==> src/rtl/bp_stats_if.sv <==
// Branch-statistics probe bundle between the core (master) and the stats collector (slave).
interface bp_stats_if #(
  parameter int unsigned CNT_W = 32
);
  logic             br_instr_i;
  logic             br_miss_i;
  logic [31:0]      instr_i;
  logic [CNT_W-1:0] cycle_cnt_o;
  logic [CNT_W-1:0] br_cnt_o;
  logic [CNT_W-1:0] miss_cnt_o;
  logic             done_o;
  logic             anomaly_o;
  logic [7:0]       max_streak_o;

  modport master (
    output br_instr_i, br_miss_i, instr_i,
    input  cycle_cnt_o, br_cnt_o, miss_cnt_o, done_o, anomaly_o, max_streak_o
  );

  modport slave (
    input  br_instr_i, br_miss_i, instr_i,
    output cycle_cnt_o, br_cnt_o, miss_cnt_o, done_o, anomaly_o, max_streak_o
  );
endinterface

==> src/rtl/bp_stats_collector.sv <==
// Branch-predictor statistics collector: counts cycles/branches/misses until halt + drain, then freezes.
// Optional longest-misprediction-streak tracking is enabled by defining BP_STATS_STREAK_EN.
module bp_stats_collector #(
  parameter int unsigned CNT_W        = 32,
  parameter logic [31:0] HALT_INSN    = 32'h0000_006F,
  parameter int unsigned HALT_REPEAT  = 4,
  parameter int unsigned DRAIN_CYCLES = 3
) (
  input  logic       clk_i,
  input  logic       rst_ni,
  input  logic       clear_i,
  bp_stats_if.slave  probe
);

  localparam logic [3:0] HALT_MAX   = 4'(HALT_REPEAT);
  localparam logic [3:0] HALT_LAST  = 4'(HALT_REPEAT - 1);
  localparam logic [3:0] DRAIN_LAST = 4'(DRAIN_CYCLES - 1);
  localparam bit         DRAIN_ZERO = (DRAIN_CYCLES == 0);

  typedef enum logic [1:0] {
    ST_RUN   = 2'd0,
    ST_DRAIN = 2'd1,
    ST_DONE  = 2'd2
  } state_t;

  state_t           state_r;
  logic [3:0]       halt_cnt_r;
  logic [3:0]       drain_cnt_r;
  logic [CNT_W-1:0] cycle_cnt_r;
  logic [CNT_W-1:0] br_cnt_r;
  logic [CNT_W-1:0] miss_cnt_r;
  logic             done_r;
  logic             anomaly_r;
  logic             count_en_s;
  logic             halt_match_s;

  function automatic logic [CNT_W-1:0] sat_inc(input logic [CNT_W-1:0] v);
    return (&v) ? v : v + CNT_W'(1);
  endfunction

  // With a zero-length drain the single DRAIN edge is not a counted cycle.
  always_comb begin
    count_en_s   = (state_r == ST_RUN) || ((state_r == ST_DRAIN) && !DRAIN_ZERO);
    halt_match_s = (probe.instr_i == HALT_INSN);
  end

  // Run/drain/done FSM together with the saturating statistics counters.
  always_ff @(posedge clk_i or negedge rst_ni) begin
    if (!rst_ni) begin
      state_r     <= ST_RUN;
      halt_cnt_r  <= 4'd0;
      drain_cnt_r <= 4'd0;
      cycle_cnt_r <= '0;
      br_cnt_r    <= '0;
      miss_cnt_r  <= '0;
      done_r      <= 1'b0;
      anomaly_r   <= 1'b0;
    end else if (clear_i) begin
      state_r     <= ST_RUN;
      halt_cnt_r  <= 4'd0;
      drain_cnt_r <= 4'd0;
      cycle_cnt_r <= '0;
      br_cnt_r    <= '0;
      miss_cnt_r  <= '0;
      done_r      <= 1'b0;
      anomaly_r   <= 1'b0;
    end else begin
      if (count_en_s) begin
        cycle_cnt_r <= sat_inc(cycle_cnt_r);
        if (probe.br_instr_i) begin
          br_cnt_r <= sat_inc(br_cnt_r);
        end
        if (probe.br_miss_i) begin
          miss_cnt_r <= sat_inc(miss_cnt_r);
        end
      end
      if (probe.br_miss_i && !probe.br_instr_i) begin
        anomaly_r <= 1'b1;
      end
      case (state_r)
        ST_RUN: begin
          if (halt_match_s) begin
            if (halt_cnt_r != HALT_MAX) begin
              halt_cnt_r <= halt_cnt_r + 4'd1;
            end
            if (halt_cnt_r == HALT_LAST) begin
              state_r     <= ST_DRAIN;
              drain_cnt_r <= 4'd0;
            end
          end else begin
            halt_cnt_r <= 4'd0;
          end
        end
        ST_DRAIN: begin
          if (DRAIN_ZERO || (drain_cnt_r == DRAIN_LAST)) begin
            state_r <= ST_DONE;
            done_r  <= 1'b1;
          end else begin
            drain_cnt_r <= drain_cnt_r + 4'd1;
          end
        end
        ST_DONE: begin
          state_r <= ST_DONE;
          done_r  <= 1'b1;
        end
        default: begin
          state_r <= ST_RUN;
          done_r  <= 1'b0;
        end
      endcase
    end
  end

  assign probe.cycle_cnt_o = cycle_cnt_r;
  assign probe.br_cnt_o    = br_cnt_r;
  assign probe.miss_cnt_o  = miss_cnt_r;
  assign probe.done_o      = done_r;
  assign probe.anomaly_o   = anomaly_r;

`ifdef BP_STATS_STREAK_EN
  logic [7:0] cur_streak_r;
  logic [7:0] max_streak_r;
  logic [7:0] streak_inc_s;

  // Candidate streak length if this cycle extends the current run of misses.
  always_comb begin
    streak_inc_s = cur_streak_r + 8'd1;
  end

  // Current and longest run of consecutive mispredicted branches; non-branch cycles hold.
  always_ff @(posedge clk_i or negedge rst_ni) begin
    if (!rst_ni) begin
      cur_streak_r <= 8'd0;
      max_streak_r <= 8'd0;
    end else if (clear_i) begin
      cur_streak_r <= 8'd0;
      max_streak_r <= 8'd0;
    end else if (count_en_s && probe.br_instr_i) begin
      if (probe.br_miss_i) begin
        if (cur_streak_r != 8'hFF) begin
          cur_streak_r <= streak_inc_s;
          if (streak_inc_s > max_streak_r) begin
            max_streak_r <= streak_inc_s;
          end
        end
      end else begin
        cur_streak_r <= 8'd0;
      end
    end
  end

  assign probe.max_streak_o = max_streak_r;
`else
  assign probe.max_streak_o = 8'd0;
`endif

endmodule
==> src/flat_wrapper.sv <==
// flat-port wrapper written by rule: the top's interface ports become plain ports
module bp_stats_collector_flat 
#(
  parameter int unsigned CNT_W        = 32,
  parameter logic [31:0] HALT_INSN    = 32'h0000_006F,
  parameter int unsigned HALT_REPEAT  = 4,
  parameter int unsigned DRAIN_CYCLES = 3
)
  (clk_i, rst_ni, clear_i, probe_br_instr_i, probe_br_miss_i, probe_instr_i, probe_cycle_cnt_o, probe_br_cnt_o, probe_miss_cnt_o, probe_done_o, probe_anomaly_o, probe_max_streak_o);
  bp_stats_if #(.CNT_W(CNT_W)) probe_i ();
  input  logic clk_i;
  input  logic rst_ni;
  input  logic clear_i;
  input wire logic [$bits(probe_i.br_instr_i)-1:0] probe_br_instr_i;
  input wire logic [$bits(probe_i.br_miss_i)-1:0] probe_br_miss_i;
  input wire logic [$bits(probe_i.instr_i)-1:0] probe_instr_i;
  output wire logic [$bits(probe_i.cycle_cnt_o)-1:0] probe_cycle_cnt_o;
  output wire logic [$bits(probe_i.br_cnt_o)-1:0] probe_br_cnt_o;
  output wire logic [$bits(probe_i.miss_cnt_o)-1:0] probe_miss_cnt_o;
  output wire logic [$bits(probe_i.done_o)-1:0] probe_done_o;
  output wire logic [$bits(probe_i.anomaly_o)-1:0] probe_anomaly_o;
  output wire logic [$bits(probe_i.max_streak_o)-1:0] probe_max_streak_o;
  assign probe_i.br_instr_i = probe_br_instr_i;
  assign probe_i.br_miss_i = probe_br_miss_i;
  assign probe_i.instr_i = probe_instr_i;
  assign probe_cycle_cnt_o = probe_i.cycle_cnt_o;
  assign probe_br_cnt_o = probe_i.br_cnt_o;
  assign probe_miss_cnt_o = probe_i.miss_cnt_o;
  assign probe_done_o = probe_i.done_o;
  assign probe_anomaly_o = probe_i.anomaly_o;
  assign probe_max_streak_o = probe_i.max_streak_o;
  bp_stats_collector #(.CNT_W(CNT_W), .HALT_INSN(HALT_INSN), .HALT_REPEAT(HALT_REPEAT), .DRAIN_CYCLES(DRAIN_CYCLES)) u_core (.clk_i(clk_i), .rst_ni(rst_ni), .clear_i(clear_i), .probe(probe_i));
endmodule
==> config.mk <==
export PLATFORM = sky130hd
export DESIGN_NAME = bp_stats_collector_flat
export DESIGN_NICKNAME = d
export VERILOG_FILES = /design/src/rtl/bp_stats_if.sv /design/src/rtl/bp_stats_collector.sv /design/src/flat_wrapper.sv
export SDC_FILE = /design/constraint.sdc
export NUM_CORES = 1
export LEC_CHECK = 0
export CAP_MARGIN = 5
export CORE_MARGIN = 5
export CORE_UTILIZATION = 51
export DETAILED_ROUTE_END_ITERATION = 8
export PLACE_DENSITY = 0.85
export SLEW_MARGIN = 10
export SYNTH_ARGS = -nofsm -noshare
export SYNTH_HDL_FRONTEND = slang
export SYNTH_SLANG_ARGS = --single-unit
==> constraint.sdc <==
create_clock -name clk_i -period 2.6 [get_ports clk_i]
set_input_delay 0.52 -clock clk_i [delete_from_list [all_inputs] [get_ports clk_i]]
set_output_delay 0.52 -clock clk_i [all_outputs]
set_load 0.005 [all_outputs]
== Word level (Yosys, flattened, before mapping) ==
Cells that the tools add are included.

* Multiplexer cells: 30
* Reductions and logical operators: 20
* Add/sub/neg operators: 5
* Equal/unequal tests: 15

{| class="wikitable"
|+ Operator list
! operator !! count
|-
| $mux 32 || 11
|-
| $add 32x1->32 const B || 3
|-
| $reduce_and 32->1 || 3
|-
| $eq 32x7->1 const B || 1
|-
| $mux 4 || 8
|-
| $ne 3x3->1 const B || 4
|-
| $reduce_bool 2->1 || 5
|-
| $reduce_and 3->1 || 3
|-
| $add 4x1->4 const B || 2
|-
| $eq 4x2->1 const B || 2
|-
| $mux 2 || 4
|-
| $ne 2x2->1 const B || 4
|-
| $pmux 4 s2 || 1
|-
| $pmux 2 s3 || 1
|-
| $reduce_and 2->1 || 3
|-
| $mux 1 || 4
|-
| $ne 4x3->1 const B || 1
|-
| $reduce_and 4->1 || 1
|-
| $ne 3x2->1 const B || 1
|-
| $pmux 1 s3 || 1
|-
| $reduce_bool 3->1 || 1
|-
| $eq 2x1->1 const B || 1
|-
| $eq 2x2->1 const B || 1
|-
| $logic_not 2->1 || 1
|-
| other kinds (3) || 3
|}

* Bits in registers: 108
* Input port bits: 37
* Word-level logic and storage cells: 78

== Logic depth before layout (Yosys ltp) ==
* Depth after elaboration: 5
* Depth in mapped cells: 10

== Worst setup path before layout ==
Ideal clock, no wire load.

* Path kind: register to register
* From: reg u_core.cycle_cnt_r[0] (netlist: u_core.probe.cycle_cnt_o[0])
* To: reg u_core.cycle_cnt_r[20] (netlist: u_core.probe.cycle_cnt_o[20])
* Path slack: 0.349 ns
* Cell stages (with the launch flop): 7
* Data required time: 2.522 ns
* Arrival: 2.173 ns
* Clock period less this slack: 2.251 ns
* Cell sequence: dfrtp_1 ha_1 nand3_1 or4_4 or4_1 or3_1 a21oi_1

* Cells in the longest elaborated chain, start to end: 4
* Elaborated cells on any way between the ends: 7

{| class="wikitable"
|+ RTL lines
! what !! line !! RTL
|-
| from (decl) || bp_stats_collector.sv:29 || <nowiki>logic [CNT_W-1:0] cycle_cnt_r;</nowiki>
|-
| from (signal assigned) || bp_stats_collector.sv:69 || <nowiki>cycle_cnt_r <= sat_inc(cycle_cnt_r);</nowiki>
|-
| $add 32x1->32 || bp_stats_collector.sv:38 || <nowiki>return (&v) ? v : v + CNT_W'(1);</nowiki>
|-
| $mux 32 || bp_stats_collector.sv:38 ||
|-
| $mux 32 || bp_stats_collector.sv:68 || <nowiki>if (count_en_s) begin</nowiki>
|-
| $mux 32 || bp_stats_collector.sv:58 || <nowiki>end else if (clear_i) begin</nowiki>
|}

Several ways; a longest one is shown, not always the timed one. The select of a mux whose other input is x is not followed.
A chain may end at the register's enable or synchronous reset.

== Worst setup path after layout ==
* From: reg u_core.miss_cnt_r[0] (netlist: u_core.probe.miss_cnt_o[0])
* To: reg u_core.miss_cnt_r[26] (netlist: u_core.probe.miss_cnt_o[26])

* Cells in the longest elaborated chain, start to end: 5
* Elaborated cells on any way between the ends: 8

{| class="wikitable"
|+ RTL lines
! what !! line !! RTL
|-
| from (decl) || bp_stats_collector.sv:31 || <nowiki>logic [CNT_W-1:0] miss_cnt_r;</nowiki>
|-
| from (signal assigned) || bp_stats_collector.sv:74 || <nowiki>miss_cnt_r <= sat_inc(miss_cnt_r);</nowiki>
|-
| $add 32x1->32 || bp_stats_collector.sv:38 ||
|-
| $mux 32 || bp_stats_collector.sv:38 ||
|-
| $mux 32 || bp_stats_collector.sv:73 || <nowiki>if (probe.br_miss_i) begin</nowiki>
|-
| $mux 32 || bp_stats_collector.sv:68 ||
|-
| $mux 32 || bp_stats_collector.sv:58 ||
|}

Several ways; a longest one is shown, not always the timed one. The select of a mux whose other input is x is not followed.

==> results.json <==
{
  "synthXorXnorAreaFrac_pct": 3.546,
  "die_area_sq_um": 14930,
  "grt_setup_unrepaired": "false",
  "latest_clock_arrival_within_the_worst_skew_pair_ns": 0.36,
  "rows": 41,
  "synth_ff_type": "dfrtp_1",
  "avgSynthCellArea_sq_um": 8.918,
  "cp_data_required_time_ns": 2.81,
  "critical_path_peak_fanout": 8,
  "finalWeightedCongestion": 0.8746,
  "seq_area_sq_um": 2703,
  "synthTopCellsByArea": "dfrtp_1 (42%), nand4_1 (4.4%), a21oi_1 (4.3%)",
  "min_hold_slack_ns": 0.2351,
  "drt_pass1_iterations": 5,
  "post_layout_nonfiller_instances": 1031,
  "n_antenna_cell": 0,
  "nFillCells": 989,
  "power.density_nw_per_um2": 409.4,
  "cts_htree_levels": 3,
  "numCtsBuffers": 9,
  "layout_setup_ws_ns": 0.2124,
  "worst_setup_path_start_kind": "register",
  "total_negative_slack_ns": 0,
  "end_kind": "register",
  "num-nets-final": 900,
  "post-route-cell-area_sq_um": 8383,
  "route.detailed.vias_per_inst": 6.168,
  "post_synth_mux_area_share_pct": 3.020,
  "max_buffers_root_to_sink": 2,
  "route.detailed.wl_per_inst_um": 17.46,
  "detailed_placer_s_ending_hpwl_um": 12710,
  "numClockSinks": 108,
  "worst_hold_path_type": "primary input to asynchronous set/reset pin",
  "seq_area_frac_synth_pct": 42.09,
  "layout.cells.most_common": "clkdlybuf4s50_1",
  "synth_adder_area_share_pct": 1.754,
  "outcome": "finished clean",
  "gr-usage-all-layers_pct": 24.05,
  "clkTransAtPathRegs_ns": 0.07,
  "drv_slew": 0,
  "arrival_ns": 2.60,
  "hold_viol": 0,
  "yosys.area_share.simple_pct": 29.38,
  "final_period_minus_worst_setup_slack_ns": 2.388,
  "yosys_warnings": 0,
  "finalPower_mw": 3.432,
  "edff_count_synth": 0,
  "fp.coreArea_sq_um": 12470,
  "max_freq_ghz": 0.4188,
  "final_core_utilization_pct": 67.25,
  "global_route.overflow_total": 0,
  "ios": 143,
  "finalCritPeriodShare_pct": 91.83,
  "area_growth_syn_to_layout_pct": 30.55,
  "start_util_pct": 51.51,
  "number_of_unique_standard_cell_types_used_by_synthesis": 62,
  "dpl_worst_slack_ns": 0.09078,
  "layout-drive-gt1-share_pct": 8.615,
  "detail_route.drc_violations": 0,
  "wirelength_um": 18010,
  "max-slew-margin-rel_pct": 51.53,
  "initialDrtViolationCount": 625,
  "irDropWorstVdd_uv": 383.0,
  "ys_async_sr_fraction_pct": 100.0,
  "placedInstanceArea_sq_um": 8053,
  "floorplan.die.height_um": 122.2,
  "antenna_left": 0,
  "worstMarginPinSlew_ns": 0.7227,
  "syn_area_sq_um": 6421,
  "timing.final.setup_violations": 0,
  "grt_pass1_vias": 6073,
  "grt_max_degree": 109,
  "largest_family_of_logic_cells_by_synthesized_area": "simple AND/OR/NAND/NOR gates",
  "port_buffers": 134,
  "synth_area_leader_cell": "dfrtp_1",
  "skew_ns": 0.009538,
  "number_of_vias_in_the_routed_layout": 6359,
  "cts_tree": "built",
  "mostFrequentLayoutCells": "clkdlybuf4s50_1 (132), dfrtp_1 (108), nor2_1 (56)",
  "die_w_um": 122.2,
  "setup.worst_path.class": "register to register",
  "ctsRootBufferMaster": "clkbuf_16",
  "power_leakage_nw": 3.145,
  "ys_seq_elements": 108,
  "multiInputGateArea_sq_um": 3485,
  "synth_top_cell_area_share_pct": 42.09,
  "max_cap_violations": 0,
  "grt_antenna_before_repair": 0,
  "synth_compound_area_share_pct": 15.69,
  "placed_cells": 1015,
  "grt_first_pass_wirelength_um": 29340,
  "synth_cells": 720
}
-- cell usage after synthesis (3+ instances only) --
library cell / n
dfrtp_1: 108
nor2_1: 56
a21oi_1: 55
nand4_1: 45
nand2_1: 41
o21ai_0: 36
or3_1: 35
nand3_1: 34
clkbuf_1: 30
xnor2_1: 25
nor4_1: 24
or4_1: 22
inv_1: 19
nor3_1: 17
o31ai_1: 17
nor2b_1: 13
and3_1: 12
a2111oi_0: 9
and4_1: 9
buf_4: 9
ha_1: 9
mux2_2: 9
buf_2: 7
mux2i_1: 7
or2_2: 6
a211oi_1: 4
and2_1: 4
o21a_1: 4
o311ai_0: 4
nand3b_1: 3
nor4_2: 3
o41ai_1: 3
-- metal layers --
metal,global-route usage (%),routed length [um],vias up
met5,0,0,-
met4,6.368,208,0
met3,5.757,1376,24
met2,40.40,8878,268
met1,31.20,7543,3091
li1,-,-,2976
-- power breakdown --
| part | leakage, nW | internal (mW) | switching (mW) | total [mW] |
|---|---|---|---|---|
| clock | 0.159 | 0.871 | 0.636 | 1.51 |
| sequential | 1.50 | 1.69 | 0.0168 | 1.71 |
| combinational | 1.48 | 0.0985 | 0.119 | 0.218 |
| total | 3.15 | 2.66 | 0.772 | 3.43 |
-- what timing repair did --
item                                    CTS  global route
buffers inserted                          0             0
endpoints found under the setup margin    0             1
hold buffers                              0             0
gates resized for setup                   0             1
-- cell families after synthesis --
| family | count (synthesis) |
|---|---|
| flops | 108 |
| compound gates | 158 |
| mux | 18 |
| xor+xnor | 26 |
| buf+inv | 65 |
| other cells | 1 |
| fa+ha+maj | 9 |
| simple gates | 335 |
-- flip-flops by register name, summed over array words and instances (netlist names) --
signal	flops
u_core.probe.cycle_cnt_o	32
u_core.probe.miss_cnt_o	32
u_core.probe.br_cnt_o	32
u_core.state_r	2
u_core.probe.anomaly_o	1
u_core.halt_cnt_r	4
u_core.probe.done_o	1
u_core.drain_cnt_r	4
-- final timing paths --
kind	depth (start not counted)	startpoint	to	slack, ns
setup / recovery	6	u_core.probe.miss_cnt_o[0]	u_core.probe.miss_cnt_o[26]	0.21
hold / removal	2	rst_ni	u_core.probe.cycle_cnt_o[2]	0.24
setup reg to reg	6	u_core.probe.miss_cnt_o[0]	u_core.probe.miss_cnt_o[26]	0.21
hold reg to reg	2	u_core.probe.anomaly_o	u_core.probe.anomaly_o	0.51
max in group asynchronous	2	rst_ni	u_core.probe.miss_cnt_o[12]	1.93
min in group clk_i	2	u_core.probe.anomaly_o	u_core.probe.anomaly_o	0.51
-- layout make-up --
cell class,count,area share [%]
Inverter,19,0.8507
Multi-Input combinational cell,554,41.57
Tap cell,172,2.567
Clock buffer,10,2.851
Timing Repair Buffer,162,18.90
Clock inverter,6,1.030
Sequential cell,108,32.24
-- worst max-delay path, stage by stage (launching register included) --
cell and delay [ns]:
dfrtp_1 0.46, ha_1 0.24, nand3_1 0.15, or4_1 0.69, nor4_1 0.48, xnor2_1 0.17
nor2_1 0.05
Power figures use the tool's default switching activity.
